<file path="config.mk">
export PLATFORM = sky130hd
export DESIGN_NAME = motor_pwm_driver_flat
export DESIGN_NICKNAME = d
export VERILOG_FILES = /design/src/rtl/motor_pwm_driver_pkg.sv /design/src/rtl/motor_pwm_driver_if.sv /design/src/rtl/motor_pwm_driver_timebase.sv /design/src/rtl/motor_pwm_driver.sv /design/src/flat_wrapper.sv
export SDC_FILE = /design/constraint.sdc
export NUM_CORES = 1
export LEC_CHECK = 0
export BUFFER_PORTS_ARGS = -buffer_cell sky130_fd_sc_hd__clkbuf_2
export CAP_MARGIN = 40
export CORE_ASPECT_RATIO = 1.25
export CORE_MARGIN = 10
export CORE_UTILIZATION = 50
export CTS_CLUSTER_SIZE = 40
export DETAILED_ROUTE_END_ITERATION = 10
export PLACE_DENSITY_LB_ADDON = 0.08
export SLEW_MARGIN = 20
export SYNTH_ARGS = -nofsm -noshare
export SYNTH_HDL_FRONTEND = slang
export SYNTH_SLANG_ARGS = --single-unit
</file>
<file path="constraint.sdc">
create_clock -name clk -period 2.6 [get_ports clk]
set_input_delay 0.52 -clock clk [delete_from_list [all_inputs] [get_ports clk]]
set_output_delay 0.52 -clock clk [all_outputs]
set_load 0.1 [all_outputs]
</file>
<file path="src/rtl/motor_pwm_driver_pkg.sv">
// Shared types, speed pattern constants and encode/decode helpers for the motor PWM driver.
package motor_pkg;

  localparam int unsigned NUM_MOTORS = 4;

  typedef logic [1:0] speed_lvl_t;

  localparam logic [7:0] PAT_LVL0 = 8'b0000_0000;
  localparam logic [7:0] PAT_LVL1 = 8'b0000_1111;
  localparam logic [7:0] PAT_LVL2 = 8'b0011_0011;
  localparam logic [7:0] PAT_LVL3 = 8'b1100_0011;

  typedef struct packed {
    logic       valid;
    speed_lvl_t lvl;
  } decode_t;

  function automatic logic [7:0] lvl2pat(speed_lvl_t lvl);
    logic [7:0] pat;
    case (lvl)
      2'd0:    pat = PAT_LVL0;
      2'd1:    pat = PAT_LVL1;
      2'd2:    pat = PAT_LVL2;
      default: pat = PAT_LVL3;
    endcase
    return pat;
  endfunction

  // Only exact matches decode; anything else comes back with valid cleared.
  function automatic decode_t pat2lvl(logic [7:0] pat);
    decode_t d;
    d.valid = 1'b1;
    d.lvl   = '0;
    case (pat)
      PAT_LVL0: d.lvl = 2'd0;
      PAT_LVL1: d.lvl = 2'd1;
      PAT_LVL2: d.lvl = 2'd2;
      PAT_LVL3: d.lvl = 2'd3;
      default:  d.valid = 1'b0;
    endcase
    return d;
  endfunction

endpackage

</file>
<file path="src/rtl/motor_pwm_driver_if.sv">
// Load/drive bus between the speed controller (master) and the PWM driver (slave).
interface motor_pwm_if;
  import motor_pkg::*;

  logic                    load;
  logic [1:0]              motor_sel;
  logic [7:0]              pattern;
  logic [NUM_MOTORS-1:0]   pwm;
  logic [2*NUM_MOTORS-1:0] level;
  logic                    pattern_err;
  logic                    frame;

  modport master (
    output load, motor_sel, pattern,
    input  pwm, level, pattern_err, frame
  );

  modport slave (
    input  load, motor_sel, pattern,
    output pwm, level, pattern_err, frame
  );

endinterface

</file>
<file path="src/rtl/motor_pwm_driver_timebase.sv">
// Shared PWM timebase: prescaler plus 3-bit pattern slot index, frame pulse on the last clock.
module motor_pwm_timebase #(
  parameter int unsigned PRESCALE = 4
) (
  input  logic       clk,
  input  logic       rst,
  output logic [2:0] bit_idx,
  output logic       frame
);

  localparam int unsigned   PW         = (PRESCALE > 1) ? $clog2(PRESCALE) : 1;
  localparam logic [PW-1:0] PRESC_LAST = PW'(PRESCALE - 1);

  logic [PW-1:0] presc;
  logic          wrap;

  assign wrap  = (presc == PRESC_LAST);
  assign frame = wrap && (bit_idx == 3'd7);

  always_ff @(posedge clk or posedge rst) begin
    if (rst) begin
      presc   <= '0;
      bit_idx <= '0;
    end else if (wrap) begin
      presc   <= '0;
      bit_idx <= bit_idx + 3'd1;
    end else begin
      presc   <= presc + 1'b1;
    end
  end

endmodule

</file>
<file path="src/rtl/motor_pwm_driver.sv">
// Four-motor PWM driver: decodes speed patterns into per-motor targets, applies them at frame
// boundaries and serializes the active pattern LSB first. Optional MOTOR_RAMP_EN steps one level per frame.
module motor_pwm_driver
  import motor_pkg::*;
#(
  parameter int unsigned PRESCALE = 4
) (
  input logic         clk,
  input logic         rst,
  motor_pwm_if.slave  bus
);

  speed_lvl_t target [NUM_MOTORS];
  speed_lvl_t active [NUM_MOTORS];
  speed_lvl_t nxt    [NUM_MOTORS];

  logic [2:0]              bit_idx;
  logic                    frame;
  decode_t                 dec;
  logic [NUM_MOTORS-1:0]   pwm_q;
  logic [NUM_MOTORS-1:0]   drive;
  logic [2*NUM_MOTORS-1:0] level_w;
  logic                    err_q;

  motor_pwm_timebase #(.PRESCALE(PRESCALE)) u_timebase (
    .clk     (clk),
    .rst     (rst),
    .bit_idx (bit_idx),
    .frame   (frame)
  );

  assign dec = pat2lvl(bus.pattern);

  always_comb begin
    for (int unsigned i = 0; i < NUM_MOTORS; i++) begin
`ifdef MOTOR_RAMP_EN
      nxt[i] = active[i];
      if (active[i] < target[i])
        nxt[i] = active[i] + 2'd1;
      else if (active[i] > target[i])
        nxt[i] = active[i] - 2'd1;
`else
      nxt[i] = target[i];
`endif
    end
  end

  always_comb begin
    drive   = '0;
    level_w = '0;
    for (int unsigned i = 0; i < NUM_MOTORS; i++) begin
      logic [7:0] pat;
      pat              = lvl2pat(active[i]);
      drive[i]         = pat[bit_idx];
      level_w[2*i +: 2] = active[i];
    end
  end

  // active samples the pre-edge target, so a load landing on the frame edge waits one more frame.
  always_ff @(posedge clk or posedge rst) begin
    if (rst) begin
      for (int unsigned i = 0; i < NUM_MOTORS; i++) begin
        target[i] <= '0;
        active[i] <= '0;
      end
      pwm_q <= '0;
      err_q <= 1'b0;
    end else begin
      err_q <= bus.load && !dec.valid;
      if (bus.load && dec.valid)
        target[bus.motor_sel] <= dec.lvl;
      if (frame) begin
        for (int unsigned i = 0; i < NUM_MOTORS; i++)
          active[i] <= nxt[i];
      end
      pwm_q <= drive;
    end
  end

  assign bus.pwm         = pwm_q;
  assign bus.level       = level_w;
  assign bus.pattern_err = err_q;
  assign bus.frame       = frame;

endmodule

</file>
<file path="src/flat_wrapper.sv">
// flat-port wrapper written by rule: the top's interface ports become plain ports
module motor_pwm_driver_flat import motor_pkg::*;
#(
  parameter int unsigned PRESCALE = 4
)
  (clk, rst, bus_load, bus_motor_sel, bus_pattern, bus_pwm, bus_level, bus_pattern_err, bus_frame);
  motor_pwm_if bus_i ();
  input logic clk;
  input logic rst;
  input wire logic [$bits(bus_i.load)-1:0] bus_load;
  input wire logic [$bits(bus_i.motor_sel)-1:0] bus_motor_sel;
  input wire logic [$bits(bus_i.pattern)-1:0] bus_pattern;
  output wire logic [$bits(bus_i.pwm)-1:0] bus_pwm;
  output wire logic [$bits(bus_i.level)-1:0] bus_level;
  output wire logic [$bits(bus_i.pattern_err)-1:0] bus_pattern_err;
  output wire logic [$bits(bus_i.frame)-1:0] bus_frame;
  assign bus_i.load = bus_load;
  assign bus_i.motor_sel = bus_motor_sel;
  assign bus_i.pattern = bus_pattern;
  assign bus_pwm = bus_i.pwm;
  assign bus_level = bus_i.level;
  assign bus_pattern_err = bus_i.pattern_err;
  assign bus_frame = bus_i.frame;
  motor_pwm_driver #(.PRESCALE(PRESCALE)) u_core (.clk(clk), .rst(rst), .bus(bus_i));
endmodule
</file>
==> results of run 1 <==
==> kinds of logic after synthesis <==
group	count (synthesis)
AOI/OAI and AO/OA	15
xor gates and xnor gates	3
adders and majority gates	3
buffers and inverters	7
DFF	26
muxes	18
and+or+nand+nor	27
==> layout by cell type, fill, tap and decap left out <==
cell | synthesis | layout
and4_1 | 1 | 1
a22o_1 | 2 | 2
o2111ai_4 | 1 | 1
nand3b_1 | 1 | 1
a2111oi_4 | 1 | 1
mux2_1 | 2 | 2
and4bb_2 | 1 | 1
buf_4 | 0 | 2
clkbuf_2 | 0 | 26
nand3_1 | 3 | 3
mux2_2 | 15 | 15
dfrtp_1 | 26 | 26
inv_1 | 4 | 4
nor2_1 | 5 | 5
o21ai_1 | 1 | 1
mux2i_1 | 1 | 1
ha_1 | 3 | 3
a21oi_1 | 2 | 2
o21ai_0 | 6 | 6
nor4_1 | 4 | 4
a31oi_1 | 1 | 1
clkbuf_4 | 0 | 3
a211oi_1 | 1 | 1
and4bb_1 | 1 | 1
nor4bb_1 | 1 | 1
xor2_1 | 3 | 3
and3_2 | 1 | 1
nand2_1 | 9 | 9
==> worst min-delay path by stage <==
stage / from / endpoint / slack, ns / depth (start not counted)
after detailed placement: u_core.u_timebase.presc[0] / u_core.u_timebase.presc[0] / 0.42 / 1
final: rst / u_core.bus.pwm[3] / 0.22 / 3
after global routing: rst / u_core.bus.pwm[3] / 0.24 / 3
after global placement: u_core.u_timebase.presc[0] / u_core.u_timebase.presc[0] / 0.41 / 1
after floorplan: u_core.u_timebase.presc[0] / u_core.u_timebase.presc[0] / 0.40 / 1
after CTS: rst / u_core.bus.pwm[3] / 0.22 / 3
==> state kept, by name, summed over array words and instances (netlist names) <==
| name | cells |
|---|---|
| u_core.bus.pattern_err | 1 |
| u_core.bus.level | 8 |
| u_core.u_timebase.bit_idx | 3 |
| u_core.u_timebase.presc | 2 |
| u_core.nxt | 8 |
| u_core.bus.pwm | 4 |
==> metal layers <==
layer,vias to the layer above,GRT usage [%],wire (µm)
li1,421,-,-
met1,398,10.6,936
met2,21,18.2,1110
met3,2,2.35,116
met4,0,5.95,35
met5,-,0,0
==> final cells by class <==
| class | instances | area share [%] |
|---|---|---|
| Sequential cell | 26 | 45.8 |
| Multi-Input combinational cell | 66 | 38.5 |
| Timing Repair Buffer | 28 | 10.2 |
| Tap cell | 33 | 2.90 |
| Clock buffer | 3 | 1.58 |
| Inverter | 4 | 1.06 |
==> stage by stage <==
stage / setup WS, ns / cells / instance area [µm²]
after global placement: 0.555 / 157 / 1400
after detailed placement: 0.509 / 157 / 1400
after global routing: 0.188 / 160 / 1420
after CTS: 0.241 / 160 / 1420
after floorplan: 0.546 / 99 / 1220
final: 0.286 / 160 / 1420
==> tightest hold or removal path: stages <==
cell,delay (ns)
clkbuf_2,0.08
inv_1,0.04
buf_4,0.30
==> power by group through the flow <==
stage / clock, mW / combinational [mW] / sequential [mW]
CTS: 0.170 / 0.0464 / 0.406
floorplan: 0 / 0.0160 / 0.421
finish: 0.159 / 0.0453 / 0.406
detailed placement: 0 / 0.0463 / 0.414
global route: 0.186 / 0.0507 / 0.406
global placement: 0 / 0.0450 / 0.414
==> out/qor.csv, run 1 <==
stage;metric;value;unit
run_status;status;finished clean;
setup_path;timing.rr.end;u_core.bus.level[3];
power_and_ir_drop;p_leak;0.726;nW
synthesis;ys_seq_area_share;53.2;%
setup_path;cp_max_fo;8;
setup_path;slowest_stage;dfrtp_1;
detailed_routing;wire_per_inst;13.7;µm
setup_path;crit_top_cell;ha_1;
synthesis;synth_fp_nets;115;
global_routing;grt_max_degree;27;
synthesis;synth.avg_cell_area;12.4;µm²
setup_path;max_stage_delay;0.54;ns
place;numPortBuffers;26;
timing;finalMaxSlewViolations;0;
synthesis;synth_area_leader_cell;dfrtp_1;
timing;post-route-min-period;2.31;ns
setup_path;r2r_slack;0.95;ns
synthesis;synth-simple-area-share;12.4;%
synthesis;synth_warnings;0;
timing;fmax;432;MHz
clock_tree;holdBufCountCts;0;
clock_tree;cts_resized;0;
timing;fin_skew;0.00239;ns
detailed_routing;ant_nets;0;
floorplanning;row_count;20;
synthesis;synth_fa_ha_area_share;3.07;%
detailed_routing;wl;2200;µm
synthesis;synth-edff-count;0;
synthesis;ys_top_cells_by_area;dfrtp_1, mux2_2, ha_1;
power_and_ir_drop;seqPwrFrac;66.6;%
synthesis;syn_inst;99;
power_and_ir_drop;switching_share;22.3;%
clock_tree;cts_setup_buffers;0;
floorplanning;start_util;51.5;%
setup_path;endpoint_kind;output port;
clock_tree;htreeDepth;1;
timing;hold_violations;0;
min_path;hp-class;in2async;
power_and_ir_drop;power_frac_comb;7.4;%
synthesis;yosys-top-cells-count;dfrtp_1, mux2_2, nand2_1, o21ai_0, nor2_1;
layout;post-route-util;59.8;%
detailed_routing;vias_per_cell;5.26;
place;hpwl;1810;µm
layout;seqCellArea;651;µm²
detailed_routing;vias;842;
floorplanning;die_y;75.3;µm
synthesis;ys_ff_latch;26;
layout;multi_input_area;547;µm²
global_routing;grt_pass1_wl;3930;µm
layout;areaGrowthSynthToFinish;16.2;%
setup_path;crit_path_start;u_core.u_timebase.bit_idx[1];
global_routing;overflow;0;
setup_path;r2r_start;u_core.u_timebase.bit_idx[1];
global_routing;track_usage;10.1;%
timing;timing.slew.headroom;52.1;%
global_routing;antenna_found_initial;0;
setup_path;critPathBufInv;2;
timing;setup_tns;0;ns
timing;setup_viol;0;
power_and_ir_drop;p_switching;136;µW
synthesis;ys_types;26;
power_and_ir_drop;power_density;429;mW/mm²
timing;worstMarginPinSlew;0.712;ns
setup_path;required;2.08;ns
clock_tree;cts_root_buf;clkbuf_4;
floorplanning;dieArea;0.00484;mm²
setup_path;critPathLaunchType;flop;
power_and_ir_drop;ir_drop;0.000254;V
detailed_routing;drtIter0Drc;15;
place;gp_congestion;0.709;
power_and_ir_drop;p_total;610;µW
clock_tree;tritoncts;built;
flow_run;drv_cap;0;
setup_path;crit_cells;5;
setup_path;critPathTopFamily;flip-flops;
layout;n_antenna_cell;0;
clock_tree;clk_pin_slew;0.12;ns
layout;nNetsFinal;145;
layout;drive_gt1_share;39.4;%
synthesis;synth_top_family_by_area;multiplexers;
setup_path;crit_end;bus_frame;
detailed_routing;dr.pass1.iters;4;
timing;rsz0062_at_grt;no;
clock_tree;cts-buffers-inserted;3;
clock_tree;clockBufferDepth;2;
power_and_ir_drop;p_clk_share;26.0;%
synthesis;synth-main-ff-cell;dfrtp_1;
clock_tree;cts.sinks;26;
synthesis;synth-compound-area-share;10.6;%
synthesis;synth_async_sr_flop_share;100;%
synthesis;syn_area;0.00122;mm²
global_routing;grt_pass1_vias;889;
synthesis;yosysMostFrequentCell;dfrtp_1;
floorplanning;pin_count;27;
setup_path;path_cells;ha_1 > ha_1 > nand2_1 > inv_1 > clkbuf_2;
floorplanning;core_area;0.00238;mm²
setup_path;path_class;reg2out;
synthesis;synth_top_area_share;53.2;%
power_and_ir_drop;p_int;474;µW
synthesis;synth_mux_area_share;16.5;%
synthesis;synthXorXnorAreaFrac;2.15;%
setup_path;critPathArrivalTime;1.79;ns
clock_tree;insertion_delay;0.30;ns
setup_path;ff2ff_path_depth;5;
timing;period_share;89.0;%
timing;whs;0.218;ns
detailed_routing;drcViolationCount;0;
layout;n_fill_cell;216;
floorplanning;dieWidth;64.2;µm
(Power assumes the default switching activity.)
==> run 2: changes to the inputs <==
PLACE_DENSITY = 0.72   (was unset)
PLACE_DENSITY_LB_ADDON = unset   (was 0.08)
==> out/qor.csv, run 2 (synthesized netlist as in run 1, its figures left out) <==
stage;metric;value;unit
setup_path;crit_path_start;u_core.u_timebase.bit_idx[1];
clock_tree;cts-buffers-inserted;3;
setup_path;critPathLaunchType;flop;
timing;fmax;413;MHz
layout;nNetsFinal;144;
layout;n_antenna_cell;0;
timing;finalMaxSlewViolations;0;
detailed_routing;drcViolationCount;0;
layout;drive_gt1_share;39.4;%
clock_tree;clockBufferDepth;2;
timing;whs;0.134;ns
global_routing;overflow;0;
layout;post-route-util;60.9;%
layout;areaGrowthSynthToFinish;18.3;%
floorplanning;pin_count;27;
run_status;status;finished clean;
global_routing;grt_pass1_wl;4080;µm
global_routing;antenna_found_initial;0;
global_routing;grt_pass1_vias;941;
flow_run;drv_cap;0;
clock_tree;clk_pin_slew;0.13;ns
floorplanning;row_count;20;
detailed_routing;vias;838;
timing;setup_viol;0;
floorplanning;start_util;51.5;%
clock_tree;holdBufCountCts;0;
setup_path;r2r_start;u_core.u_timebase.bit_idx[1];
floorplanning;die_y;75.3;µm
floorplanning;dieWidth;64.2;µm
timing;worstMarginPinSlew;0.664;ns
clock_tree;insertion_delay;0.31;ns
detailed_routing;drtIter0Drc;21;
layout;final_cell_mix;dfrtp_1, clkbuf_2, mux2_2;
detailed_routing;wl;2330;µm
timing;hold_violations;0;
floorplanning;dieArea;0.00484;mm²
layout;stdcell_count;160;
place;hpwl;1890;µm
detailed_routing;wire_per_inst;14.5;µm
setup_path;r2r_slack;0.94;ns
timing;period_share;93.1;%
power_and_ir_drop;ir_drop;0.000232;V
setup_path;endpoint_kind;output port;
power_and_ir_drop;power_density;451;mW/mm²
timing;rsz0062_at_grt;no;
clock_tree;tritoncts;built;
place;numPortBuffers;26;
timing;fin_skew;0.00502;ns
min_path;hp-class;in2async;
clock_tree;htreeDepth;1;
place;dp.cells;156;
clock_tree;cts_root_buf;clkbuf_4;
timing;setup_tns;0;ns
timing;post-route-min-period;2.42;ns
detailed_routing;dr.pass1.iters;4;
setup_path;required;2.08;ns
setup_path;cp_max_fo;9;
setup_path;critPathArrivalTime;1.90;ns
layout;final_common_cell;dfrtp_1;
global_routing;grt_max_degree;21;
place;gp_congestion;0.728;
floorplanning;core_area;0.00238;mm²
timing;timing.slew.headroom;55.3;%
global_routing;track_usage;10.3;%
setup_path;path_class;reg2out;
power_and_ir_drop;p_leak;0.738;nW
detailed_routing;ant_nets;0;
clock_tree;cts.sinks;26;
detailed_routing;vias_per_cell;5.24;
-- run 2: final cells by class --
type	instances	area [µm²]
Tap cell	33	41.3
Inverter	4	15.0
Timing Repair Buffer	27	158
Sequential cell	26	651
Multi-Input combinational cell	66	547
Clock buffer	4	36.3
Fill cell	187	930
-- run 2: stage by stage --
| step | worst slack, ns | total power [mW] | area (µm²) |
|---|---|---|---|
| after floorplan | 0.546 | 0.437 | 1220 |
| after global placement | 0.539 | 0.457 | 1380 |
| after detailed placement | 0.477 | 0.464 | 1410 |
| after CTS | 0.104 | 0.659 | 1450 |
| after global routing | 0.0297 | 0.676 | 1450 |
| final | 0.180 | 0.653 | 1450 |
-- run 2: timing repair --
action,in CTS,in global routing
endpoints found under the setup margin,0,1
endpoints found under the hold margin,0,0
gates resized for setup,0,1
setup buffers,0,0
-- run 2: final timing paths --
| path | to | cells after the start |
|---|---|---|
| hold / removal | u_core.bus.pattern_err | 2 |
| max in group asynchronous | u_core.nxt[5] | 3 |
| min in group clk | u_core.u_timebase.presc[0] | 1 |
| setup / recovery | bus_frame | 5 |
| setup reg to reg | u_core.bus.level[0] | 4 |
| hold reg to reg | u_core.u_timebase.presc[0] | 1 |
-- run 2: power breakdown --
part	leakage [nW]	switching, mW	internal, mW
clock network	0.0210	0.111	0.0855
logic	0.365	0.0331	0.0172
registers	0.352	0.000411	0.406
total	0.738	0.145	0.508
-- run 2: layer usage --
layer	GRT usage, %	share of wire [%]	vias up
li1	-	-	413
met1	10.9	41	401
met2	19.7	53	22
met3	1.91	4.9	2
met4	4.29	1.1	0
met5	0	0	-
-- run 2: critical path, cell delays in order (launching register included) --
cell	delay, ns
dfrtp_1	0.51
ha_1	0.20
ha_1	0.14
nand2_1	0.22
inv_1	0.10
buf_2	0.43
==> run 3: changes to the inputs <==
CTS_BUF_LIST = sky130_fd_sc_hd__clkbuf_16   (was unset)
==> out/qor.csv, run 3 (synthesized netlist as in run 1, its figures left out) <==
stage;metric;value;unit
detailed_routing;dr.pass1.iters;4;
setup_path;r2r_slack;0.97;ns
setup_path;path_cells;ha_1 > ha_1 > nand2_1 > inv_1 > clkbuf_2;
power_and_ir_drop;p_leak;0.755;nW
floorplanning;start_util;51.5;%
detailed_routing;vias;845;
clock_tree;cts_setup_buffers;0;
setup_path;required;2.08;ns
global_routing;track_usage;11.0;%
clock_tree;cts.sinks;26;
min_path;hp-class;in2async;
layout;drive_gt1_share;38.6;%
global_routing;antenna_found_initial;0;
layout;n_antenna_cell;0;
detailed_routing;drcViolationCount;0;
layout;nNetsFinal;144;
place;hpwl;1890;µm
floorplanning;core_area;0.00238;mm²
setup_path;ff2ff_path_depth;4;
detailed_routing;wl;2380;µm
clock_tree;cts_root_buf;clkbuf_16;
detailed_routing;routed.top_layer;met4;
global_routing;overflow;0;
floorplanning;row_count;20;
floorplanning;die_y;75.3;µm
detailed_routing;drtIter0Drc;24;
timing;finalMaxSlewViolations;0;
clock_tree;clk_pin_slew;0.06;ns
timing;rsz0062_at_grt;no;
timing;whs;0.204;ns
setup_path;critPathLaunchType;flop;
timing;worstMarginPinSlew;0.656;ns
timing;period_share;91.3;%
run_status;status;finished clean;
setup_path;r2r_start;u_core.u_timebase.bit_idx[1];
detailed_routing;wl_met1;987;µm
timing;setup_viol;0;
power_and_ir_drop;ir_drop;0.000244;V
detailed_routing;wire_per_inst;14.9;µm
timing;fin_skew;0.00117;ns
global_routing;grt_max_degree;21;
layout;post-route-util;62.7;%
setup_path;critPathArrivalTime;1.85;ns
layout;n_fill_cell;183;
power_and_ir_drop;p_total;788;µW
layout;areaGrowthSynthToFinish;21.8;%
setup_path;endpoint_kind;output port;
setup_path;crit_top_cell;ha_1;
timing;post-route-min-period;2.37;ns
clock_tree;cts_resized;0;
detailed_routing;ant_nets;0;
timing;fmax;421;MHz
setup_path;slowest_stage;dfrtp_1;
global_routing;grt_pass1_vias;950;
setup_path;cp_max_fo;9;
layout;final_cell_mix;clkbuf_2, dfrtp_1, mux2_2;
detailed_routing;met3_length;108;µm
flow_run;drv_cap;0;
setup_path;path_class;reg2out;
clock_tree;tritoncts;built;
place;gp_congestion;0.728;
setup_path;critPathTopFamily;buffers and inverters;
floorplanning;dieArea;0.00484;mm²
clock_tree;clockBufferDepth;2;
timing;hold_violations;0;
setup_path;critPathBufInv;2;
clock_tree;insertion_delay;0.26;ns
place;numPortBuffers;26;
timing;timing.slew.headroom;55.9;%
clock_tree;htreeDepth;1;
global_routing;grt_pass1_wl;4260;µm
clock_tree;holdBufCountCts;0;
floorplanning;pin_count;27;
detailed_routing;vias_per_cell;5.28;
floorplanning;dieWidth;64.2;µm
setup_path;max_stage_delay;0.49;ns
detailed_routing;dr_wl_met2;1220;µm
power_and_ir_drop;power_density;529;mW/mm²
clock_tree;cts-buffers-inserted;3;
timing;setup_tns;0;ns
setup_path;timing.rr.end;u_core.bus.level[0];
-- run 3: cell types whose count changed in the layout (fill, tap and decap cells not counted), sizes merged --
cell,before,now
buf,2,1
clkinv,0,1
-- run 3: layout make-up --
cell class	count	area (µm²)	share of cell area (%)
clock buffers	3	75.1	5.04
clock inverters	1	3.75	0.252
inverters	4	15.0	1.01
multi-input cells	66	547	36.7
flip-flops and latches	26	651	43.7
well taps	33	41.3	2.77
repair buffers	27	158	10.6
-- run 3: report_power, final --
part           total [mW]  leakage (nW)  internal, mW  switching, mW
Combinational      0.0502         0.364        0.0172         0.0330
Clock               0.332        0.0385         0.205          0.127
Sequential          0.406         0.352         0.406       0.000419
-- run 3: worst max path at each step --
stage | from | to | slack [ns] | cells after the start
floorplan | u_core.u_timebase.presc[0] | bus_frame | 0.55 | 4
global placement | u_core.u_timebase.bit_idx[1] | bus_frame | 0.54 | 5
detailed placement | u_core.u_timebase.bit_idx[1] | bus_frame | 0.48 | 5
CTS | u_core.u_timebase.bit_idx[1] | bus_frame | 0.21 | 5
global route | u_core.u_timebase.bit_idx[1] | bus_frame | 0.08 | 5
finish | u_core.u_timebase.bit_idx[1] | bus_frame | 0.23 | 5
-- run 3: routing by layer --
metal / vias up / GRT usage [%]
met3: 5 / 2.35
met2: 23 / 20.3
met5: - / 0
li1: 417 / -
met4: 0 / 5.71
met1: 400 / 11.5
-- run 3: through the flow --
step	worst slack [ns]	std cells	cell area, µm²
6_report	0.227	160	1490
5_1_grt	0.0795	160	1490
4_1_cts	0.206	160	1490
3_5_place_dp	0.477	156	1410
3_3_place_gp	0.539	155	1380
2_1_floorplan	0.546	99	1220
